--- src/rtl/ram_stream_pkg.sv ---
// Shared types and constants for the RAM stream controller and its output buffer.
package ram_stream_pkg;

  typedef enum logic [2:0] {
    IDLE,
    FILL,
    DUMP,
    DRAIN,
    DONE
  } state_t;

  localparam int unsigned DEF_ADDR_WIDTH = 6;
  localparam int unsigned DEF_DATA_WIDTH = 32;
  localparam int unsigned SKID_DEPTH     = 2;
  localparam int unsigned SKID_CNT_W     = $clog2(SKID_DEPTH + 1);

endpackage

--- src/rtl/ram_stream_skid.sv ---
// Two-entry output buffer holding captured RAM read words for the dump stream.
module ram_stream_skid
  import ram_stream_pkg::*;
#(
  parameter int unsigned DATA_WIDTH = DEF_DATA_WIDTH
) (
  input  logic                  clk,
  input  logic                  rst,
  input  logic                  clear,
  input  logic                  push,
  input  logic [DATA_WIDTH-1:0] push_data,
  input  logic                  pop,
  output logic [SKID_CNT_W-1:0] count,
  output logic [DATA_WIDTH-1:0] head
);

  logic [DATA_WIDTH-1:0] e0_q, e1_q;
  logic [SKID_CNT_W-1:0] cnt_q;
  logic                  do_pop, do_push;

  assign do_pop  = pop && (cnt_q != '0);
  assign do_push = push && ((cnt_q != SKID_CNT_W'(SKID_DEPTH)) || do_pop);

  always_ff @(posedge clk or posedge rst) begin
    if (rst) begin
      cnt_q <= '0;
      e0_q  <= '0;
      e1_q  <= '0;
    end else if (clear) begin
      cnt_q <= '0;
    end else begin
      case ({do_push, do_pop})
        2'b10: begin
          if (cnt_q == '0) e0_q <= push_data;
          else             e1_q <= push_data;
          cnt_q <= cnt_q + SKID_CNT_W'(1);
        end
        2'b01: begin
          e0_q  <= e1_q;
          cnt_q <= cnt_q - SKID_CNT_W'(1);
        end
        2'b11: begin
          // simultaneous push/pop keeps the count; the new word lands behind any survivor
          if (cnt_q == SKID_CNT_W'(1)) begin
            e0_q <= push_data;
          end else begin
            e0_q <= e1_q;
            e1_q <= push_data;
          end
        end
        default: ;
      endcase
    end
  end

  assign count = cnt_q;
  assign head  = e0_q;

endmodule

--- src/rtl/ram_stream_ctrl.sv ---
// Fill/dump controller between valid/ready streams and a single-port sync-read RAM.
// Optional RAM_STREAM_LAST_EN adds s_last (early fill end) and m_last (final dump word).
module ram_stream_ctrl
  import ram_stream_pkg::*;
#(
  parameter int unsigned ADDR_WIDTH = DEF_ADDR_WIDTH,
  parameter int unsigned DATA_WIDTH = DEF_DATA_WIDTH
) (
  input  logic                  clk,
  input  logic                  rst,
  input  logic                  cmd_valid,
  output logic                  cmd_ready,
  input  logic                  cmd_write,
  input  logic [ADDR_WIDTH-1:0] cmd_base,
  input  logic [ADDR_WIDTH-1:0] cmd_len,
  input  logic                  s_valid,
  output logic                  s_ready,
  input  logic [DATA_WIDTH-1:0] s_data,
`ifdef RAM_STREAM_LAST_EN
  input  logic                  s_last,
  output logic                  m_last,
`endif
  output logic                  m_valid,
  input  logic                  m_ready,
  output logic [DATA_WIDTH-1:0] m_data,
  output logic                  ram_we,
  output logic [ADDR_WIDTH-1:0] ram_addr,
  output logic [DATA_WIDTH-1:0] ram_din,
  input  logic [DATA_WIDTH-1:0] ram_dout,
  output logic                  busy,
  output logic                  done
);

  state_t                state_q, state_d;
  logic [ADDR_WIDTH-1:0] addr_q, remain_q;
  logic                  inflight_q;
  logic [SKID_CNT_W-1:0] fifo_cnt;
  logic [DATA_WIDTH-1:0] fifo_head;
  logic                  accept, s_fire, pop, issue, last_word, s_last_i;

`ifdef RAM_STREAM_LAST_EN
  assign s_last_i = s_last;
`else
  assign s_last_i = 1'b0;
`endif

  assign accept    = cmd_valid && cmd_ready;
  assign s_fire    = (state_q == FILL) && s_valid;
  assign m_valid   = (fifo_cnt != '0);
  assign m_data    = fifo_head;
  assign pop       = m_valid && m_ready;
  assign last_word = (remain_q == '0);
  // a read may issue only if its word is guaranteed a buffer slot when it returns
  assign issue     = (state_q == DUMP) &&
                     ((3'(fifo_cnt) + 3'(inflight_q)) < (3'd2 + 3'(pop)));

  always_ff @(posedge clk or posedge rst) begin
    if (rst) state_q <= IDLE;
    else     state_q <= state_d;
  end

  always_comb begin
    state_d = state_q;
    unique case (state_q)
      IDLE:    if (accept) state_d = cmd_write ? FILL : DUMP;
      FILL:    if (s_fire && (last_word || s_last_i)) state_d = DONE;
      DUMP:    if (issue && last_word) state_d = DRAIN;
      // leave on the cycle the final word hands off, so done follows it directly
      DRAIN:   if (!inflight_q && (fifo_cnt == SKID_CNT_W'(pop))) state_d = DONE;
      DONE:    state_d = IDLE;
      default: state_d = IDLE;
    endcase
  end

  always_comb begin
    cmd_ready = 1'b0;
    s_ready   = 1'b0;
    ram_we    = 1'b0;
    ram_addr  = '0;
    ram_din   = '0;
    busy      = 1'b1;
    done      = 1'b0;
    unique case (state_q)
      IDLE: begin
        cmd_ready = !rst;
        busy      = 1'b0;
      end
      FILL: begin
        s_ready  = 1'b1;
        ram_we   = s_valid;
        ram_addr = addr_q;
        ram_din  = s_data;
      end
      DUMP:    ram_addr = addr_q;
      DONE:    done = 1'b1;
      default: ;
    endcase
  end

  always_ff @(posedge clk or posedge rst) begin
    if (rst) begin
      addr_q     <= '0;
      remain_q   <= '0;
      inflight_q <= 1'b0;
    end else begin
      inflight_q <= issue;
      if (accept) begin
        addr_q   <= cmd_base;
        remain_q <= cmd_len;
      end else if (s_fire || issue) begin
        addr_q   <= addr_q + ADDR_WIDTH'(1);
        remain_q <= remain_q - ADDR_WIDTH'(1);
      end
    end
  end

`ifdef RAM_STREAM_LAST_EN
  logic [ADDR_WIDTH-1:0] out_rem_q;

  always_ff @(posedge clk or posedge rst) begin
    if (rst)         out_rem_q <= '0;
    else if (accept) out_rem_q <= cmd_len;
    else if (pop)    out_rem_q <= out_rem_q - ADDR_WIDTH'(1);
  end

  assign m_last = m_valid && (out_rem_q == '0);
`endif

  ram_stream_skid #(
    .DATA_WIDTH(DATA_WIDTH)
  ) u_skid (
    .clk      (clk),
    .rst      (rst),
    .clear    (accept),
    .push     (inflight_q),
    .push_data(ram_dout),
    .pop      (pop),
    .count    (fifo_cnt),
    .head     (fifo_head)
  );

endmodule

--- config.mk ---
export PLATFORM = sky130hd
export DESIGN_NAME = ram_stream_ctrl
export DESIGN_NICKNAME = d
export VERILOG_FILES = /design/src/rtl/ram_stream_pkg.sv /design/src/rtl/ram_stream_skid.sv /design/src/rtl/ram_stream_ctrl.sv
export SDC_FILE = /design/constraint.sdc
export NUM_CORES = 1
export LEC_CHECK = 0
export BUFFER_PORTS_ARGS = -buffer_cell sky130_fd_sc_hd__buf_4
export CORE_MARGIN = 5
export CORE_UTILIZATION = 55
export CTS_BUF_LIST = sky130_fd_sc_hd__clkbuf_2 sky130_fd_sc_hd__clkbuf_4 sky130_fd_sc_hd__clkbuf_8
export CTS_CLUSTER_SIZE = 24
export DETAILED_ROUTE_END_ITERATION = 12
export GPL_TIMING_DRIVEN = 1
export PLACE_DENSITY = 0.95
export SETUP_SLACK_MARGIN = 0.1
export SYNTH_ARGS = -nofsm -noshare
export SYNTH_HDL_FRONTEND = slang
export SYNTH_SLANG_ARGS = --single-unit
--- constraint.sdc ---
create_clock -name clk -period 6 [get_ports clk]
set_input_delay 0.3 -clock clk [delete_from_list [all_inputs] [get_ports clk]]
set_output_delay 0.3 -clock clk [all_outputs]
set_load 0.01 [all_outputs]
==> out/qor.csv, run 1 <==
stage,metric,value,unit
run_status,status,completed,
routing,via_per_inst,5.45,
routing,first_pass_iters,4,
cells_and_area,num_antenna_cells,0,
power_and_ir_drop,cellPowerDensity,497,nW/um2
floorplan,die_area,9370,um2
power_and_ir_drop,maximum_vdd_drop,0.228,mV
global_route,grt_start_max_net_pins,45,
power_and_ir_drop,design_power,0.00277,W
critical_path,critPathSlowestCell,and3_1,
critical_path,worstSetupEndpointType,flip-flop,
yosys,synth_async_sr_flop_share,100,%
cts,clock_sinks,82,
cts,clock_tree.root_cell,clkbuf_8,
floorplan,start_util,56.8,%
critical_path,crit_path_max_fanout,44,
critical_path,critPathMaxStageDelay,740,ps
critical_path,critical_path.n_buffers_inverters,1,
timing,fin_ws,3250,ps
yosys,synth_cell_types,41,
cts,post_cts_buffers,0,
cells_and_area,drive_gt1_share,39.3,%
yosys,synth.top_cell.area_share,49.5,%
floorplan,die-width,96.8,um
global_route,globalRouteOverflowTotal,0,
timing,final_critical_period,2750,ps
yosys,synth_top_flop_cell,dfrtp_1,
timing,fin_skew,11.6,ps
critical_path,cp-start-kind,flip-flop,
timing,report.final.slew_viol_count,0,
yosys,synth.area.top_cells,"dfrtp_1 (50%), mux2i_1 (8.7%), mux2_2 (8.2%)",
cells_and_area,filler_cells,495,
timing,setup_viol_count_final,0,
yosys,sequential_cell_area_fraction_in_the_yosys_report,49.5,%
timing,timing.setup.tns,0,ps
yosys,syn_area_cell,10.5,um2
placed_design,dp_hpwl,8040,um
routing,drc,0,
floorplan,rows,31,
critical_path,regToRegSetupSlack,3250,ps
critical_path,setup.worst_path.class,flip-flop to flip-flop,
placed_design,buffer_ports.inserted,157,
global_route,grt_antenna_before_repair,0,
critical_path,rr_endpoint,u_skid.head[9],
cts,clock_tree.buffer_depth,2,
min_path,hold_class,input pin to asynchronous set/reset pin,
yosys,synthesis.nets,483,
cells_and_area,layout.nets,630,
timing,hold_violations,0,
cts,clk_pin_slew,90,ps
routing,ant_nets,0,
yosys,syn-instance-count,393,
critical_path,delay_heaviest_family_cp,simple AND/OR/NAND/NOR gates,
timing,rsz_0062_raised_after_global_routing,false,
timing,final_min_period_over_clock_period,45.9,%
yosys,synth_enable_flop_cells,0,
timing,worst_pin_slew,1020,ps
global_route,grt_pass1_wl,17600,um
yosys,synth.cell_area,4140,um2
cts,tritoncts_clock_tree,done,
yosys,synth-seq-cells,82,
routing,wl_per_cell,16.7,um
critical_path,worst_r2r_path_depth,6,
cts,tritoncts.num_buffers,9,
floorplan,die-height,96.8,um
global_route,grt_util_all_layers,22.8,%
yosys,yosysWarnings,0,
cells_and_area,area.growth.synth_to_final,34.4,%
placed_design,gp_congestion,0.834,
critical_path,arrival,2950,ps
cts,h_tree_levels,3,
yosys,synth_commonest_cells,"dfrtp_1 (82), nor2_1 (47), and2_1 (39)",
timing,slew_headroom,32.2,%
routing,route.final.wire_length,10800,um
cts,post_cts.resized_instances,0,
job,total_of_max_cap_violations,0,
placed_design,preCtsSetupSlack,3030,ps
power_and_ir_drop,p_leak,2.71,nW
cts,cts_hold_buf,0,
critical_path,cp_cell_sequence,"nor3_1, and3_1, a21oi_4, buf_4, nor2_1, a21oi_1",
routing,drt_first_iter_violations,170,
routing,dr_total_vias,3508,
yosys,synth_top_area_cell,dfrtp_1,
timing,fmax_achieved,363,MHz
global_route,grt_pass1_vias,3710,
critical_path,reg2reg_from,state_q[2],
critical_path,required,6200,ps
floorplan,core-area,7290,um2
cts,clkLatencyLatePin,340,ps
floorplan,boundaryPins,158,
yosys,yosys.cell_count.top_type,dfrtp_1,
==> worst reg2reg max path: stages (launching register included) <==
cell and delay, ps:
dfrtp_1 570, nor3_1 490, and3_1 740, a21oi_4 220, buf_4 340, nor2_1 180, a21oi_1 70
==> power breakdown <==
group / leakage, nW / internal (W) / switching (W)
logic: 1.67 / 0.000688 / 0.000677
clock network: 0.0948 / 0.000167 / 0.000206
registers: 0.943 / 0.000838 / 0.000193
total: 2.71 / 0.00169 / 0.00108
==> per-layer routing <==
| metal | GRT usage [%] | wire length, um | part of all wire [%] |
|---|---|---|---|
| met4 | 7.78 | 155 | 1.4 |
| met2 | 42.0 | 5870 | 55 |
| met1 | 25.4 | 4030 | 37 |
| met5 | 0 | 0 | 0 |
| met3 | 5.97 | 707 | 6.6 |
==> cells in the final DEF (no fill, tap or decap), types with 3 or more instances in the layout <==
cell and instances:
or3_1 5, and2_1 39, dfrtp_1 82, a22oi_1 4, nor2_1 47, o21ai_0 9
xnor2_1 4, nand3_1 11, ha_1 8, a21oi_1 37, o211ai_1 5, mux2i_1 36
inv_1 8, nand2b_1 5, clkbuf_8 10, mux2_2 30, nor3_1 3, buf_4 161
nand2_1 6
==> metrics by stage <==
stage | hold slack (ps) | cell area (um2) | utilization, % | std cells
after detailed placement | 430 | 5380 | 73.8 | 628
after global routing | 78.6 | 5570 | 76.4 | 644
after CTS | 48.9 | 5570 | 76.4 | 644
after global placement | 422 | 5380 | 73.8 | 628
after floorplan | 417 | 4140 | - | 393
final | 30.6 | 5570 | 76.4 | 644
==> kinds of logic (layout without fill, tap and decap cells) <==
| kind of cell | count (synthesis) | count (layout) | synth area share [%] |
|---|---|---|---|
| compound gates | 67 | 67 | 9.94 |
| xor+xnor | 6 | 6 | 1.27 |
| fa+ha+maj | 8 | 8 | 2.42 |
| buf+inv | 34 | 186 | 3.44 |
| flops | 82 | 82 | 49.5 |
| mux | 68 | 68 | 17.4 |
| simple gates | 128 | 128 | 16.0 |
==> cell type report <==
type | instances | area (um2) | area share, %
Inverter | 9 | 35.0 | 0.629
Clock buffer | 10 | 138 | 2.47
Tap cell | 99 | 124 | 2.22
Sequential cell | 82 | 2050 | 36.9
Clock inverter | 6 | 50.0 | 0.899
Timing Repair Buffer | 161 | 1210 | 21.7
Multi-Input combinational cell | 277 | 1960 | 35.2
==> flip-flops by register name (all words and copies together), names as in the netlist <==
name,count
state_q,3
u_skid.count,2
u_skid.head,32
addr_q,6
inflight_q,1
remain_q,6
u_skid.e1_q,32
==> worst max-delay path by stage <==
stage / end / slack, ps / startpoint / cells past startpoint
floorplan: u_skid.e1_q[19] / 2560 / rst / 5
global placement: u_skid.head[31] / 3190 / rst / 7
detailed placement: u_skid.head[9] / 3030 / rst / 7
CTS: u_skid.e1_q[14] / 3290 / state_q[2] / 5
global route: u_skid.head[12] / 3030 / state_q[2] / 6
finish: u_skid.head[9] / 3250 / state_q[2] / 6
Note: power is estimated with default switching activity, not from simulation.
==> run 2: changes to the inputs <==
--- a/config.mk
+++ b/config.mk
@@ -7,12 +7,12 @@
 export LEC_CHECK = 0
 export BUFFER_PORTS_ARGS = -buffer_cell sky130_fd_sc_hd__buf_4
 export CORE_MARGIN = 5
-export CORE_UTILIZATION = 55
+export CORE_UTILIZATION = 46
 export CTS_BUF_LIST = sky130_fd_sc_hd__clkbuf_2 sky130_fd_sc_hd__clkbuf_4 sky130_fd_sc_hd__clkbuf_8
 export CTS_CLUSTER_SIZE = 24
 export DETAILED_ROUTE_END_ITERATION = 12
 export GPL_TIMING_DRIVEN = 1
-export PLACE_DENSITY = 0.95
+export PLACE_DENSITY = 0.87
 export SETUP_SLACK_MARGIN = 0.1
 export SYNTH_ARGS = -nofsm -noshare
 export SYNTH_HDL_FRONTEND = slang
==> constraint.sdc (replaced) <==
create_clock -name clk -period 2.4 [get_ports clk]
set_input_delay 0.12 -clock clk [delete_from_list [all_inputs] [get_ports clk]]
set_output_delay 0.12 -clock clk [all_outputs]
set_load 0.01 [all_outputs]
==> out/qor.csv, run 2 (synthesized netlist as in run 1, its figures left out) <==
stage,metric,value,unit
run_status,status,completed,
global_route,globalRouteOverflowTotal,0,
timing,fin_skew,12.0,ps
critical_path,setup.worst_path.class,flip-flop to flip-flop,
critical_path,required,2660,ps
cts,tritoncts.num_buffers,9,
floorplan,die-height,105,um
critical_path,reg2reg_from,u_skid.count[1],
timing,slew_headroom,31.2,%
power_and_ir_drop,cellPowerDensity,1260,nW/um2
routing,drc,0,
placed_design,gp_congestion,0.834,
placed_design,buffer_ports.inserted,157,
routing,first_pass_iters,4,
critical_path,critical_path.endpoint,remain_q[5],
power_and_ir_drop,combinationalPowerShare,49.9,%
floorplan,core-area,8760,um2
critical_path,critPathMaxStageDelay,430,ps
timing,final_critical_period,2230,ps
cts,clkLatencyLatePin,340,ps
cts,clock_sinks,82,
floorplan,die-width,105,um
critical_path,cp-start-kind,flip-flop,
power_and_ir_drop,design_power,0.00751,W
cts,clock_tree.root_cell,clkbuf_8,
cts,clk_pin_slew,90,ps
cells_and_area,layout_common_cells,"buf_4 (171), dfrtp_1 (82), nor2_1 (47), and2_1 (39), a21oi_1 (37)",
global_route,grt_pass1_vias,3748,
cells_and_area,regArea,2050,um2
timing,final_min_period_over_clock_period,92.8,%
power_and_ir_drop,power.switching,0.00269,W
timing,worst_pin_slew,1030,ps
power_and_ir_drop,power_frac_seq,33.8,%
critical_path,critPathSlowestCell,dfrtp_1,
routing,route.final.wire_length,10700,um
global_route,grt_pass1_wl,17300,um
power_and_ir_drop,int_pwr,0.00482,W
timing,fmax_achieved,449,MHz
critical_path,worst_setup_path_startpoint,u_skid.count[1],
power_and_ir_drop,switching_share,35.8,%
job,total_of_max_cap_violations,0,
timing,timing.setup.tns,0,ps
cts,h_tree_levels,3,
cells_and_area,area.growth.synth_to_final,44.1,%
placed_design,placed_cells,645,
cells_and_area,filler_cells,655,
critical_path,worst_r2r_path_depth,7,
cells_and_area,multi_input_comb_area,1990,um2
cells_and_area,num_antenna_cells,0,
floorplan,die_area,11000,um2
power_and_ir_drop,maximum_vdd_drop,0.608,mV
placed_design,preCtsSetupSlack,58.5,ps
routing,dr_total_vias,3593,
critical_path,arrival,2490,ps
floorplan,boundaryPins,158,
cells_and_area,most_frequent_standard_cell_in_the_layout_excluding_fill_and_tap_cells,buf_4,
cts,tritoncts_clock_tree,done,
placed_design,dp_hpwl,7490,um
timing,fin_ws,173,ps
global_route,grt_antenna_before_repair,0,
power_and_ir_drop,clock_share_of_power,16.3,%
global_route,grt_start_max_net_pins,83,
floorplan,rows,34,
floorplan,start_util,47.3,%
cts,clock_tree.buffer_depth,2,
critical_path,cp_cell_sequence,"inv_1, ha_2, or3b_4, a211oi_4, o21bai_4, or3_1, a31oi_1",
critical_path,worstSetupEndpointType,flip-flop,
global_route,grt_util_all_layers,18.8,%
timing,report.final.slew_viol_count,0,
min_path,hold_class,input pin to flip-flop,
cells_and_area,final_cells,684,
critical_path,crit_path_max_fanout,8,
timing,rsz_0062_raised_after_global_routing,false,
routing,wl_per_cell,15.6,um
timing,setup_viol_count_final,0,
power_and_ir_drop,p_leak,2.89,nW
critical_path,regToRegSetupSlack,170,ps
routing,drt_first_iter_violations,137,
routing,ant_nets,0,
cells_and_area,drive_gt1_share,40.6,%
cells_and_area,layout.nets,661,
timing,hold_violations,0,
critical_path,rr_endpoint,remain_q[5],
routing,via_per_inst,5.25,
## run 2: critical path, delay by kind of cell, from the launching register on
family                   cells  cell delay, ps
AO/OA/AOI/OAI                3             650
adder cells (fa/ha/maj)      1             200
buffers and inverters        1              90
flip-flops                   1             430
AND/OR/NAND/NOR              2             790
## run 2: layer usage
metal	GRT usage [%]	vias up	part of all wire, %
li1	-	1711	-
met1	22.9	1719	42
met2	31.8	145	50
met3	4.50	18	6.4
met4	7.76	0	2.1
met5	0	-	0
## run 2: power groups by stage
stage / logic, W / registers, W / clock network (W)
2_1_floorplan: 0.00232 / 0.00257 / 0
3_3_place_gp: 0.00340 / 0.00251 / 0
5_1_grt: 0.00410 / 0.00261 / 0.00133
6_report: 0.00375 / 0.00254 / 0.00123
3_5_place_dp: 0.00355 / 0.00255 / 0
4_1_cts: 0.00362 / 0.00253 / 0.00126
## run 2: timing repair
| item | 4_1_cts | 5_1_grt |
|---|---|---|
| setup buffers | 1 | 4 |
| hold buffers | 13 | 4 |
| endpoints found under the setup margin | 2 | 22 |
| resized for setup | 0 | 3 |
| gates cloned | 0 | 1 |
| pin swaps | 1 | 3 |
| hold endpoints to repair | 13 | 4 |
## run 2: worst min-delay path by stage
stage | end | depth (start not counted) | start
floorplan | addr_q[0] | 2 | cmd_base[0]
global placement | addr_q[0] | 3 | cmd_base[0]
detailed placement | remain_q[0] | 3 | cmd_len[0]
CTS | u_skid.e1_q[5] | 2 | ram_dout[5]
global route | u_skid.e1_q[15] | 2 | ram_dout[15]
finish | u_skid.e1_q[9] | 2 | ram_dout[9]
## run 2: layout make-up
type / count / share of cell area [%]
clock buffer: 12 / 2.56
clock inverter: 4 / 1.66
multi-input combinational: 278 / 33.3
tap: 108 / 2.26
timing repair buffer: 191 / 25.2
sequential: 82 / 34.4
inverter: 9 / 0.629
## run 2: per-stage QoR
| stage | cell area (um2) | utilization [%] | hold WS [ps] |
|---|---|---|---|
| 2_1_floorplan | 4210 | - | 237 |
| 3_3_place_gp | 5500 | 62.7 | 323 |
| 3_5_place_dp | 5500 | 62.7 | 335 |
| 4_1_cts | 5890 | 67.2 | 0.894 |
| 5_1_grt | 5970 | 68.1 | 0.137 |
| 6_report | 5970 | 68.1 | 20.4 |
